### src/rtl/overlay_scanout_reader.sv
// Scans a frame of words out of the overlay memory into an 8-deep FIFO and streams them with sop/eop.
// First word reaches src_valid three cycles after start; reads are issued only against free FIFO credit.
module overlay_scanout_reader #(
   parameter int ADDR_W     = 19,
   parameter int DATA_W     = 32,
   parameter int CNT_W      = 20,
   parameter int FIFO_DEPTH = 8
) (
   input  logic              clk,
   input  logic              reset_n,
   input  logic              start,
   input  logic              loop,
   input  logic [ADDR_W-1:0] base_addr,
   input  logic [CNT_W-1:0]  frame_words,
   output logic [ADDR_W-1:0] m_address,
   output logic              m_chipselect,
   output logic              m_write,
   output logic [3:0]        m_byteenable,
   input  logic [DATA_W-1:0] m_readdata,
   output logic [DATA_W-1:0] src_data,
   output logic              src_valid,
   input  logic              src_ready,
   output logic              src_sop,
   output logic              src_eop,
   output logic              busy,
   output logic              frame_done
);

   localparam int PW = $clog2(FIFO_DEPTH);
   localparam logic [PW+1:0] DEPTH_L = (PW+2)'(FIFO_DEPTH);

   localparam logic [1:0] S_IDLE  = 2'd0;
   localparam logic [1:0] S_FETCH = 2'd1;
   localparam logic [1:0] S_DRAIN = 2'd2;

   logic [1:0]        state;
   logic [ADDR_W-1:0] base_q;
   logic [CNT_W-1:0]  len_q;
   logic [CNT_W-1:0]  issued;
   logic              rd_pend;
   logic              pend_sop;
   logic              pend_eop;

   logic [DATA_W+1:0] fifo_mem [FIFO_DEPTH];
   logic [PW-1:0]     wr_ptr;
   logic [PW-1:0]     rd_ptr;
   logic [PW:0]       fifo_count;
   logic [DATA_W+1:0] head;

   logic [PW+1:0]     credit_used;
   logic              issue;
   logic              last_issue;
   logic              pop;
   logic              eop_pop;

   // The read in flight still owns a FIFO slot until its data lands.
   assign credit_used = {1'b0, fifo_count} + {{(PW+1){1'b0}}, rd_pend};
   assign issue       = (state == S_FETCH) && (credit_used < DEPTH_L);
   assign last_issue  = (issued == (len_q - CNT_W'(1)));

   assign head      = fifo_mem[rd_ptr];
   assign src_valid = (fifo_count != '0);
   assign src_data  = src_valid ? head[DATA_W-1:0] : '0;
   assign src_sop   = src_valid & head[DATA_W];
   assign src_eop   = src_valid & head[DATA_W+1];
   assign pop       = src_valid & src_ready;
   assign eop_pop   = pop & src_eop;

   assign m_chipselect = issue;
   assign m_address    = issue ? (base_q + issued[ADDR_W-1:0]) : '0;
   assign m_write      = 1'b0;
   assign m_byteenable = 4'hF;
   assign busy         = (state != S_IDLE);

   always_ff @(posedge clk or negedge reset_n) begin
      if (!reset_n) begin
         state      <= S_IDLE;
         base_q     <= '0;
         len_q      <= '0;
         issued     <= '0;
         rd_pend    <= 1'b0;
         pend_sop   <= 1'b0;
         pend_eop   <= 1'b0;
         frame_done <= 1'b0;
      end else begin
         frame_done <= eop_pop;
         rd_pend    <= issue;
         pend_sop   <= issue && (issued == '0);
         pend_eop   <= issue && last_issue;
         case (state)
            S_IDLE: begin
               if (start && (frame_words != '0)) begin
                  base_q <= base_addr;
                  len_q  <= frame_words;
                  issued <= '0;
                  state  <= S_FETCH;
               end
            end
            S_FETCH: begin
               if (issue) begin
                  issued <= issued + CNT_W'(1);
                  if (last_issue) state <= S_DRAIN;
               end
            end
            S_DRAIN: begin
               if (eop_pop) begin
                  issued <= '0;
                  state  <= loop ? S_FETCH : S_IDLE;
               end
            end
            default: state <= S_IDLE;
         endcase
      end
   end

   always_ff @(posedge clk) begin
      if (rd_pend) fifo_mem[wr_ptr] <= {pend_eop, pend_sop, m_readdata};
   end

   always_ff @(posedge clk or negedge reset_n) begin
      if (!reset_n) begin
         wr_ptr     <= '0;
         rd_ptr     <= '0;
         fifo_count <= '0;
      end else begin
         if (rd_pend) wr_ptr <= wr_ptr + PW'(1);
         if (pop)     rd_ptr <= rd_ptr + PW'(1);
         case ({rd_pend, pop})
            2'b10:   fifo_count <= fifo_count + (PW+1)'(1);
            2'b01:   fifo_count <= fifo_count - (PW+1)'(1);
            default: fifo_count <= fifo_count;
         endcase
      end
   end

endmodule

### config.mk
export PLATFORM = sky130hd
export DESIGN_NAME = overlay_scanout_reader
export DESIGN_NICKNAME = d
export VERILOG_FILES = /design/src/rtl/overlay_scanout_reader.sv
export SDC_FILE = /design/constraint.sdc
export NUM_CORES = 1
export LEC_CHECK = 0
export BUFFER_PORTS_ARGS = -buffer_cell sky130_fd_sc_hd__buf_2
export CAP_MARGIN = 20
export CORE_MARGIN = 4
export CORE_UTILIZATION = 54
export DETAILED_ROUTE_END_ITERATION = 12
export HOLD_SLACK_MARGIN = 0.06
export PLACE_DENSITY = 0.77
export SLEW_MARGIN = 40
export SYNTH_ARGS = -nofsm -noshare
export SYNTH_HDL_FRONTEND = slang
export SYNTH_SLANG_ARGS = --single-unit
### constraint.sdc
create_clock -name clk -period 3.3 [get_ports clk]
set_input_delay 0.33 -clock clk [delete_from_list [all_inputs] [get_ports clk]]
set_output_delay 0.33 -clock clk [all_outputs]
set_load 0.005 [all_outputs]
==> metrics.txt, run 1 <==
# TYPE chip_impl_metric gauge
chip_impl_metric{name="io_pins",unit=""} 138
chip_impl_metric{name="global_route.usage.total",unit="%"} 20.99
chip_impl_metric{name="clkSlewWorstSetupHoldPaths",unit="ns"} 0.06
chip_impl_metric{name="antenna_cells_inserted",unit=""} 0
chip_impl_metric{name="cts-buffers-inserted",unit=""} 37
chip_impl_metric{name="finalClockSkew",unit="ns"} 0.02089
chip_impl_metric{name="final_hold_viol_count",unit=""} 0
chip_impl_info{name="predominant_post_synthesis_flop_cell",value="sky130_fd_sc_hd__edfxtp_1"} 1
chip_impl_metric{name="slew_violations",unit=""} 0
chip_impl_metric{name="hold_slack",unit="ns"} 0.07809
chip_impl_metric{name="ys_warn_count",unit=""} 0
chip_impl_metric{name="chipWidth",unit="um"} 176.6
chip_impl_info{name="cell_type_with_the_highest_occurrence_count_on_the_critical_path",value="sky130_fd_sc_hd__or3_1"} 1
chip_impl_metric{name="netlist_instances",unit=""} 978
chip_impl_info{name="critPathLaunch",value="issued[5]"} 1
chip_impl_metric{name="final_period_util",unit="%"} 96.86
chip_impl_metric{name="power_switching_share",unit="%"} 32.47
chip_impl_metric{name="critPathMaxStageDelay",unit="ns"} 0.47
chip_impl_metric{name="number_of_enable_type_register_cells_in_the_synthesized_netlist",unit=""} 272
chip_impl_info{name="timing.critical_path.cells",value="ha_1 -> inv_1 -> or3_1 -> o21bai_2 -> a41oi_2 -> or3_1 -> nand3_1 -> buf_2"} 1
chip_impl_metric{name="layout-area-overhead-vs-synth",unit="%"} 18.90
chip_impl_metric{name="async_reset_ff_share",unit="%"} 21.61
chip_impl_metric{name="yosys.cell_types.count",unit=""} 63
chip_impl_metric{name="reg2reg_slack",unit="ns"} 0.67
chip_impl_metric{name="finalWeightedCongestion",unit=""} 0.8628
chip_impl_metric{name="drt-total-wl",unit="um"} 32760
chip_impl_info{name="run_status",value="finished, final reports clean"} 1
chip_impl_metric{name="rr_worst_depth",unit=""} 8
chip_impl_metric{name="critPathMaxFanout",unit=""} 8
chip_impl_info{name="worstSetupEndpointType",value="output port"} 1
chip_impl_metric{name="fp.dieH",unit="um"} 176.6
chip_impl_metric{name="grt_antenna_before_repair",unit=""} 0
chip_impl_metric{name="max_freq",unit="MHz"} 312.9
chip_impl_metric{name="fillerInstances",unit=""} 1936
chip_impl_metric{name="fin_crit",unit="ns"} 3.196
chip_impl_metric{name="worst-slew-pin-transition",unit="ns"} 0.7087
chip_impl_metric{name="floorplan.rows",unit=""} 61
chip_impl_metric{name="leakage",unit="nW"} 6.744
chip_impl_metric{name="drt-pass1-iter-count",unit=""} 5
chip_impl_info{name="hp-start",value="m_readdata[29]"} 1
chip_impl_metric{name="drc",unit=""} 0
chip_impl_metric{name="p_switching",unit="W"} 0.005029
chip_impl_info{name="crit-reg2reg-launch",value="state[1]"} 1
chip_impl_metric{name="synth_area",unit="mm2"} 0.01536
chip_impl_metric{name="worst_hold_path_cell_count",unit=""} 1
chip_impl_metric{name="start_util",unit="%"} 54.97
chip_impl_metric{name="clock_tree.htree_level_count",unit=""} 2
chip_impl_metric{name="drive_gt1_share",unit="%"} 28.30
chip_impl_metric{name="p_per_area",unit="mW/mm2"} 848.1
chip_impl_metric{name="vias_in_the_first_global_route",unit=""} 9472
chip_impl_metric{name="vias",unit=""} 9156
chip_impl_metric{name="ys_seq_elements",unit=""} 347
chip_impl_metric{name="power_report.internal_total",unit="W"} 0.01046
chip_impl_metric{name="wire_per_inst",unit="um"} 20.88
chip_impl_metric{name="irDropWorstVdd",unit="uV"} 518.3
chip_impl_metric{name="grt_start_max_net_pins",unit=""} 61
chip_impl_metric{name="cts-root-to-sink-buffers",unit=""} 3
chip_impl_metric{name="fin_area",unit="mm2"} 0.01826
chip_impl_metric{name="sequential_share_of_power",unit="%"} 40.1
chip_impl_metric{name="cp.arrival",unit="ns"} 2.87
chip_impl_metric{name="buffer_ports.inserted",unit=""} 132
chip_impl_metric{name="maxCapViolations",unit=""} 0
chip_impl_metric{name="timing.critical_path.required",unit="ns"} 2.97
chip_impl_metric{name="synth-seq-area-share",unit="%"} 65.41
chip_impl_metric{name="hpwlAfterDp",unit="um"} 20320
chip_impl_metric{name="cts_num_sinks",unit=""} 347
chip_impl_metric{name="antenna_violating_nets_left",unit=""} 0
chip_impl_metric{name="fin_nets",unit=""} 1268
chip_impl_info{name="timing.rr.end",value="issued[9]"} 1
chip_impl_metric{name="die_area",unit="mm2"} 0.03120
chip_impl_info{name="slowest_stage",value="sky130_fd_sc_hd__dfrtp_1"} 1
chip_impl_info{name="path_class",value="flop to output port"} 1
chip_impl_info{name="yosys.cell_count.top_type",value="sky130_fd_sc_hd__edfxtp_1"} 1
chip_impl_metric{name="setup_viol",unit=""} 0
chip_impl_metric{name="relSlewSlack",unit="%"} 52.76
chip_impl_metric{name="clock_power_share",unit="%"} 25.8
chip_impl_metric{name="fp.coreArea",unit="mm2"} 0.02793
chip_impl_info{name="critPathCapture",value="m_address[17]"} 1
chip_impl_metric{name="synthDominantCellAreaShare",unit="%"} 53.19
chip_impl_metric{name="viasPerCell",unit=""} 5.836
chip_impl_info{name="cts_tree",value="done"} 1
chip_impl_info{name="synth_common_cells",value="272 x sky130_fd_sc_hd__edfxtp_1, 75 x sky130_fd_sc_hd__dfrtp_1, 71 x sky130_fd_sc_hd__nor2_1, 68 x sky130_fd_sc_hd__mux4_2, 37 x sky130_fd_sc_hd__mux2i_1"} 1
chip_impl_info{name="yosys-top-cells-area",value="sky130_fd_sc_hd__edfxtp_1 53%, sky130_fd_sc_hd__dfrtp_1 12%, sky130_fd_sc_hd__mux4_2 10%"} 1
chip_impl_metric{name="postSynthAreaPerCell",unit="um2"} 15.70
chip_impl_info{name="hold_path_class",value="primary input to flop"} 1
chip_impl_metric{name="cell_area_placed",unit="mm2"} 0.01664
chip_impl_info{name="cts.root.buffer_cell",value="sky130_fd_sc_hd__clkbuf_16"} 1
chip_impl_metric{name="drt_iter0_markers",unit=""} 687
chip_impl_metric{name="global_route_wire_length_before_repair",unit="um"} 51480
chip_impl_info{name="worstSetupStartpointType",value="flop"} 1
chip_impl_metric{name="congestion_overflow_gr",unit=""} 0
chip_impl_info{name="post-synth-top-area-cell",value="sky130_fd_sc_hd__edfxtp_1"} 1
chip_impl_metric{name="worst_skew_late_latency",unit="ns"} 0.53
chip_impl_metric{name="power_frac_comb",unit="%"} 34.1
cell families after synthesis:
| logic type | synth area share (%) |
|---|---|
| DFF | 65.41 |
| and+or+nand+nor | 7.488 |
| xor gates and xnor gates | 2.738 |
| other | 0.04891 |
| buffers and inverters | 2.004 |
| adders and majority gates | 2.379 |
| muxes | 15.46 |
| AOI/OAI and AO/OA | 4.465 |
cell usage in the layout, fill, tap and decap left out, types with 17 or more instances in the layout:
master | synthesis | final
sky130_fd_sc_hd__edfxtp_1 | 272 | 272
sky130_fd_sc_hd__buf_2 | 9 | 131
sky130_fd_sc_hd__dfrtp_1 | 75 | 69
sky130_fd_sc_hd__mux4_2 | 68 | 68
sky130_fd_sc_hd__nor2_1 | 71 | 65
sky130_fd_sc_hd__clkbuf_16 | 0 | 38
sky130_fd_sc_hd__mux2i_1 | 37 | 37
sky130_fd_sc_hd__o21ai_1 | 33 | 34
sky130_fd_sc_hd__dlygate4sd3_1 | 0 | 34
sky130_fd_sc_hd__nand2_1 | 30 | 30
sky130_fd_sc_hd__xnor2_1 | 28 | 28
sky130_fd_sc_hd__mux2_2 | 27 | 27
sky130_fd_sc_hd__a21oi_1 | 27 | 24
sky130_fd_sc_hd__ha_1 | 26 | 23
sky130_fd_sc_hd__buf_4 | 5 | 21
sky130_fd_sc_hd__inv_1 | 20 | 20
sky130_fd_sc_hd__xor2_1 | 20 | 20
sky130_fd_sc_hd__nand3_1 | 18 | 18
sky130_fd_sc_hd__nor3_1 | 19 | 17
sky130_fd_sc_hd__nor4_1 | 17 | 17
state kept, by name (all words and copies together), names as in the netlist:
name	cells
len_q	20
frame_done	1
fifo_count	4
fifo_mem	272
rd_ptr	3
pend_eop	1
wr_ptr	3
base_q	19
rd_pend	1
state	2
issued	20
pend_sop	1
worst min-delay path by stage:
stage	end	slack, ns
floorplan	base_q[0]	0.03
global placement	len_q[1]	0.43
global route	fifo_mem[6][26]	0.07
finish	fifo_mem[0][29]	0.08
detailed placement	len_q[7]	0.43
CTS	fifo_mem[0][26]	0.06
area by class of cell:
| type | instances | area (um2) | area share (%) |
|---|---|---|---|
| Multi-Input combinational cell | 562 | 5140 | 28.15 |
| Sequential cell | 347 | 10050 | 55.07 |
| Clock buffer | 55 | 1045 | 5.722 |
| Tap cell | 378 | 473.0 | 2.590 |
| Inverter | 21 | 78.83 | 0.4317 |
| Timing Repair Buffer | 195 | 1334 | 7.305 |
| Clock inverter | 11 | 133.9 | 0.7332 |
power by group through the flow:
stage	combinational [W]	sequential [W]	clock [W]
after detailed placement	0.00517	0.00629	0
after global routing	0.00578	0.00630	0.00429
after CTS	0.00527	0.00622	0.00407
after floorplan	0.00359	0.00593	0
after global placement	0.00508	0.00624	0
final	0.00527	0.00621	0.00400
worst max-delay path, delay by kind of cell (launching register included):
family | cells | cell delay [ns]
compound gates | 2 | 0.39
fa+ha+maj | 1 | 0.42
buf+inv | 2 | 0.16
flops | 1 | 0.47
simple gates | 3 | 0.89
metrics by stage:
stage / instances / TNS, ns / setup slack [ns] / util (%) / total power [W]
2_1_floorplan: 981 / 0 / 0.7260 / - / 0.009528
3_3_place_gp: 1464 / 0 / 0.4373 / 59.57 / 0.01132
3_5_place_dp: 1464 / 0 / 0.4369 / 59.57 / 0.01145
4_1_cts: 1565 / 0 / 0.008102 / 65.08 / 0.01555
5_1_grt: 1569 / -0.04558 / -0.04558 / 65.36 / 0.01637
6_report: 1569 / 0 / 0.1038 / 65.36 / 0.01549
repair_timing:
action / CTS / global route
endpoints found under the hold margin: 122 / 0
setup endpoints to repair: 5 / 7
resized for setup: 2 / 12
buffers inserted: 1 / 4
pin swaps: 1 / 4
hold buffers: 34 / 0
per-layer routing:
metal	up-vias	wire length, um	GRT usage [%]
li1	4180	-	-
met1	4639	13290	27.78
met2	300	17030	36.60
met3	37	1899	3.546
met4	0	540	5.319
met5	-	0	0
(Power assumes the default switching activity.)
==> inputs of run 2 (changes only) <==
Settings changed: CORE_UTILIZATION 54 to 57, PLACE_DENSITY 0.77 to 0.78.
Clock period 3.3 ns to 3.9 ns, I/O delays scaled along.
==> run 2 against run 1 <==
  * Total power is 16% lower
  * Setup slack better by 0.21 ns
  * Sequential share of layout area is 1.9 points higher
  * Clock power is 15% lower
  * First-iteration DRC count is 29% higher
  * Highest routed layer unchanged
==> metrics.txt, run 2 (synthesized netlist as in run 1, its figures left out) <==
# TYPE chip_impl_metric gauge
chip_impl_metric{name="start_util",unit="%"} 58.43
chip_impl_metric{name="fin_nets",unit=""} 1227
chip_impl_metric{name="setup_viol",unit=""} 0
chip_impl_metric{name="cts-root-to-sink-buffers",unit=""} 3
chip_impl_info{name="top_register",value="fifo_mem"} 1
chip_impl_info{name="reg.largest.list",value="fifo_mem (272), issued (20), len_q (20)"} 1
chip_impl_metric{name="hpwlAfterDp",unit="um"} 20050
chip_impl_metric{name="vias",unit=""} 9069
chip_impl_metric{name="totalNegativeSetupSlack",unit="ns"} 0
chip_impl_metric{name="relSlewSlack",unit="%"} 45.13
chip_impl_metric{name="grt_antenna_before_repair",unit=""} 1
chip_impl_metric{name="cts_setup_buffers",unit=""} 0
chip_impl_metric{name="fp.coreArea",unit="mm2"} 0.02628
chip_impl_metric{name="worst_hold_path_cell_count",unit=""} 2
chip_impl_info{name="hold_path_class",value="primary input to flop"} 1
chip_impl_metric{name="die_area",unit="mm2"} 0.02963
chip_impl_metric{name="finalWeightedCongestion",unit=""} 0.8588
chip_impl_info{name="worst_case_hold_path_end_point",value="base_q[3]"} 1
chip_impl_metric{name="floorplan.rows",unit=""} 59
chip_impl_metric{name="drt-total-wl",unit="um"} 32830
chip_impl_metric{name="grt_start_max_net_pins",unit=""} 76
chip_impl_metric{name="worst_skew_late_latency",unit="ns"} 0.52
chip_impl_info{name="hp-start",value="base_addr[3]"} 1
chip_impl_metric{name="cp.arrival",unit="ns"} 3.19
chip_impl_metric{name="final_hold_viol_count",unit=""} 0
chip_impl_metric{name="drt_iter0_markers",unit=""} 887
chip_impl_info{name="worstSetupStartpointType",value="flop"} 1
chip_impl_metric{name="p_per_area",unit="mW/mm2"} 733.5
chip_impl_metric{name="io_pins",unit=""} 138
chip_impl_metric{name="cts_num_sinks",unit=""} 347
chip_impl_metric{name="chipWidth",unit="um"} 172.1
chip_impl_info{name="crit-reg2reg-launch",value="state[1]"} 1
chip_impl_metric{name="drive_gt1_share",unit="%"} 28.11
chip_impl_metric{name="wire_per_inst",unit="um"} 22.11
chip_impl_metric{name="cell_area_placed",unit="mm2"} 0.01646
chip_impl_info{name="mostFrequentLayoutCell",value="sky130_fd_sc_hd__edfxtp_1"} 1
chip_impl_metric{name="drt-pass1-iter-count",unit=""} 5
chip_impl_metric{name="rr_worst_depth",unit=""} 7
chip_impl_metric{name="timing.critical_path.required",unit="ns"} 3.51
chip_impl_metric{name="fin_area",unit="mm2"} 0.01766
chip_impl_metric{name="maxCapViolations",unit=""} 0
chip_impl_metric{name="clkSlewWorstSetupHoldPaths",unit="ns"} 0.06
chip_impl_metric{name="finalClockSkew",unit="ns"} 0.02439
chip_impl_metric{name="slew_violations",unit=""} 0
chip_impl_metric{name="reg2reg_slack",unit="ns"} 1.36
chip_impl_info{name="grt_setup_unrepaired",value="no"} 1
chip_impl_metric{name="largest_register_ff_count",unit=""} 272
chip_impl_metric{name="global_route_wire_length_before_repair",unit="um"} 52410
chip_impl_info{name="path_class",value="flop to output port"} 1
chip_impl_info{name="worstSetupEndpointType",value="output port"} 1
chip_impl_metric{name="layout-area-overhead-vs-synth",unit="%"} 14.99
chip_impl_metric{name="buffer_ports.inserted",unit=""} 132
chip_impl_metric{name="critPathMaxFanout",unit=""} 8
chip_impl_metric{name="max_freq",unit="MHz"} 279.1
chip_impl_metric{name="cts-buffers-inserted",unit=""} 36
chip_impl_info{name="cts_tree",value="done"} 1
chip_impl_metric{name="irDropWorstVdd",unit="uV"} 450.1
chip_impl_metric{name="final_period_util",unit="%"} 91.88
chip_impl_metric{name="clock_tree.htree_level_count",unit=""} 2
chip_impl_metric{name="antenna_violating_nets_left",unit=""} 0
chip_impl_metric{name="global_route.usage.total",unit="%"} 22.88
chip_impl_metric{name="viasPerCell",unit=""} 6.107
chip_impl_metric{name="drc",unit=""} 0
chip_impl_info{name="timing.rr.end",value="state[0]"} 1
chip_impl_info{name="run_status",value="finished, final reports clean"} 1
chip_impl_metric{name="fp.dieH",unit="um"} 172.1
chip_impl_metric{name="leakage",unit="nW"} 6.551
chip_impl_metric{name="fin_crit",unit="ns"} 3.583
chip_impl_info{name="final_cell_mix",value="272 x sky130_fd_sc_hd__edfxtp_1, 131 x sky130_fd_sc_hd__buf_2, 72 x sky130_fd_sc_hd__dfrtp_1"} 1
chip_impl_metric{name="vias_in_the_first_global_route",unit=""} 9461
chip_impl_metric{name="worst-slew-pin-transition",unit="ns"} 0.8231
chip_impl_info{name="cts.root.buffer_cell",value="sky130_fd_sc_hd__clkbuf_16"} 1
chip_impl_metric{name="congestion_overflow_gr",unit=""} 0
[run 2: how the worst max path moves through the flow]
stage,from,endpoint,cells after the start
final,issued[0],m_address[18],10
after floorplan,rd_pend,fifo_mem[4][0],3
after global routing,issued[0],m_address[18],10
after CTS,issued[0],m_address[18],10
after global placement,issued[0],m_address[18],10
after detailed placement,issued[0],m_address[18],10
[run 2: repair_timing]
| item | CTS | global route |
|---|---|---|
| endpoints found under the setup margin | 0 | 0 |
| endpoints found under the hold margin | 75 | 0 |
| resized for setup | 0 | 0 |
| hold buffers | 1 | 0 |
[run 2: metrics by stage]
step / setup slack (ns) / util [%] / std cells / power [W] / hold slack [ns]
2_1_floorplan: 0.4167 / - / 981 / 0.008061 / 0.09441
3_3_place_gp: 0.9470 / 62.60 / 1418 / 0.009474 / 0.4786
3_5_place_dp: 0.9164 / 62.63 / 1418 / 0.009588 / 0.4706
4_1_cts: 0.3493 / 67.15 / 1483 / 0.01306 / 0.07866
5_1_grt: 0.1792 / 67.19 / 1485 / 0.01369 / 0.09243
6_report: 0.3167 / 67.19 / 1485 / 0.01295 / 0.09303
[run 2: where the power goes]
part           internal (W)  switching, W
Sequential          0.00472      0.000557
Combinational       0.00198       0.00229
Clock               0.00203       0.00138
Total               0.00873       0.00422
[run 2: critical path: stages, from the launching register on]
cell and delay [ns]:
sky130_fd_sc_hd__dfrtp_1 0.46, sky130_fd_sc_hd__ha_1 0.25, sky130_fd_sc_hd__fa_1 0.41, sky130_fd_sc_hd__a21oi_1 0.22, sky130_fd_sc_hd__o21ai_1 0.09, sky130_fd_sc_hd__a21oi_1 0.35
sky130_fd_sc_hd__o31ai_1 0.15, sky130_fd_sc_hd__nand2_1 0.16, sky130_fd_sc_hd__nor2_1 0.06, sky130_fd_sc_hd__or3_1 0.39, sky130_fd_sc_hd__buf_2 0.15
[run 2: routing by layer]
layer,GRT usage [%],vias up,share of wire (%)
met5,0,-,0
met1,30.06,4554,39
met2,40.14,361,53
li1,-,4100,-
met4,6.357,0,2.0
met3,3.544,54,6.1
[run 2: layout make-up]
| class | count | area [um2] |
|---|---|---|
| antenna | 1 | 2.502 |
| clock buffer | 46 | 968.4 |
| clock inverter | 18 | 211.5 |
| fill | 1759 | 8622 |
| inverter | 21 | 78.83 |
| multi-input combinational | 562 | 5070 |
| sequential | 347 | 10050 |
| tap | 335 | 419.2 |
| timing repair buffer | 155 | 854.6 |
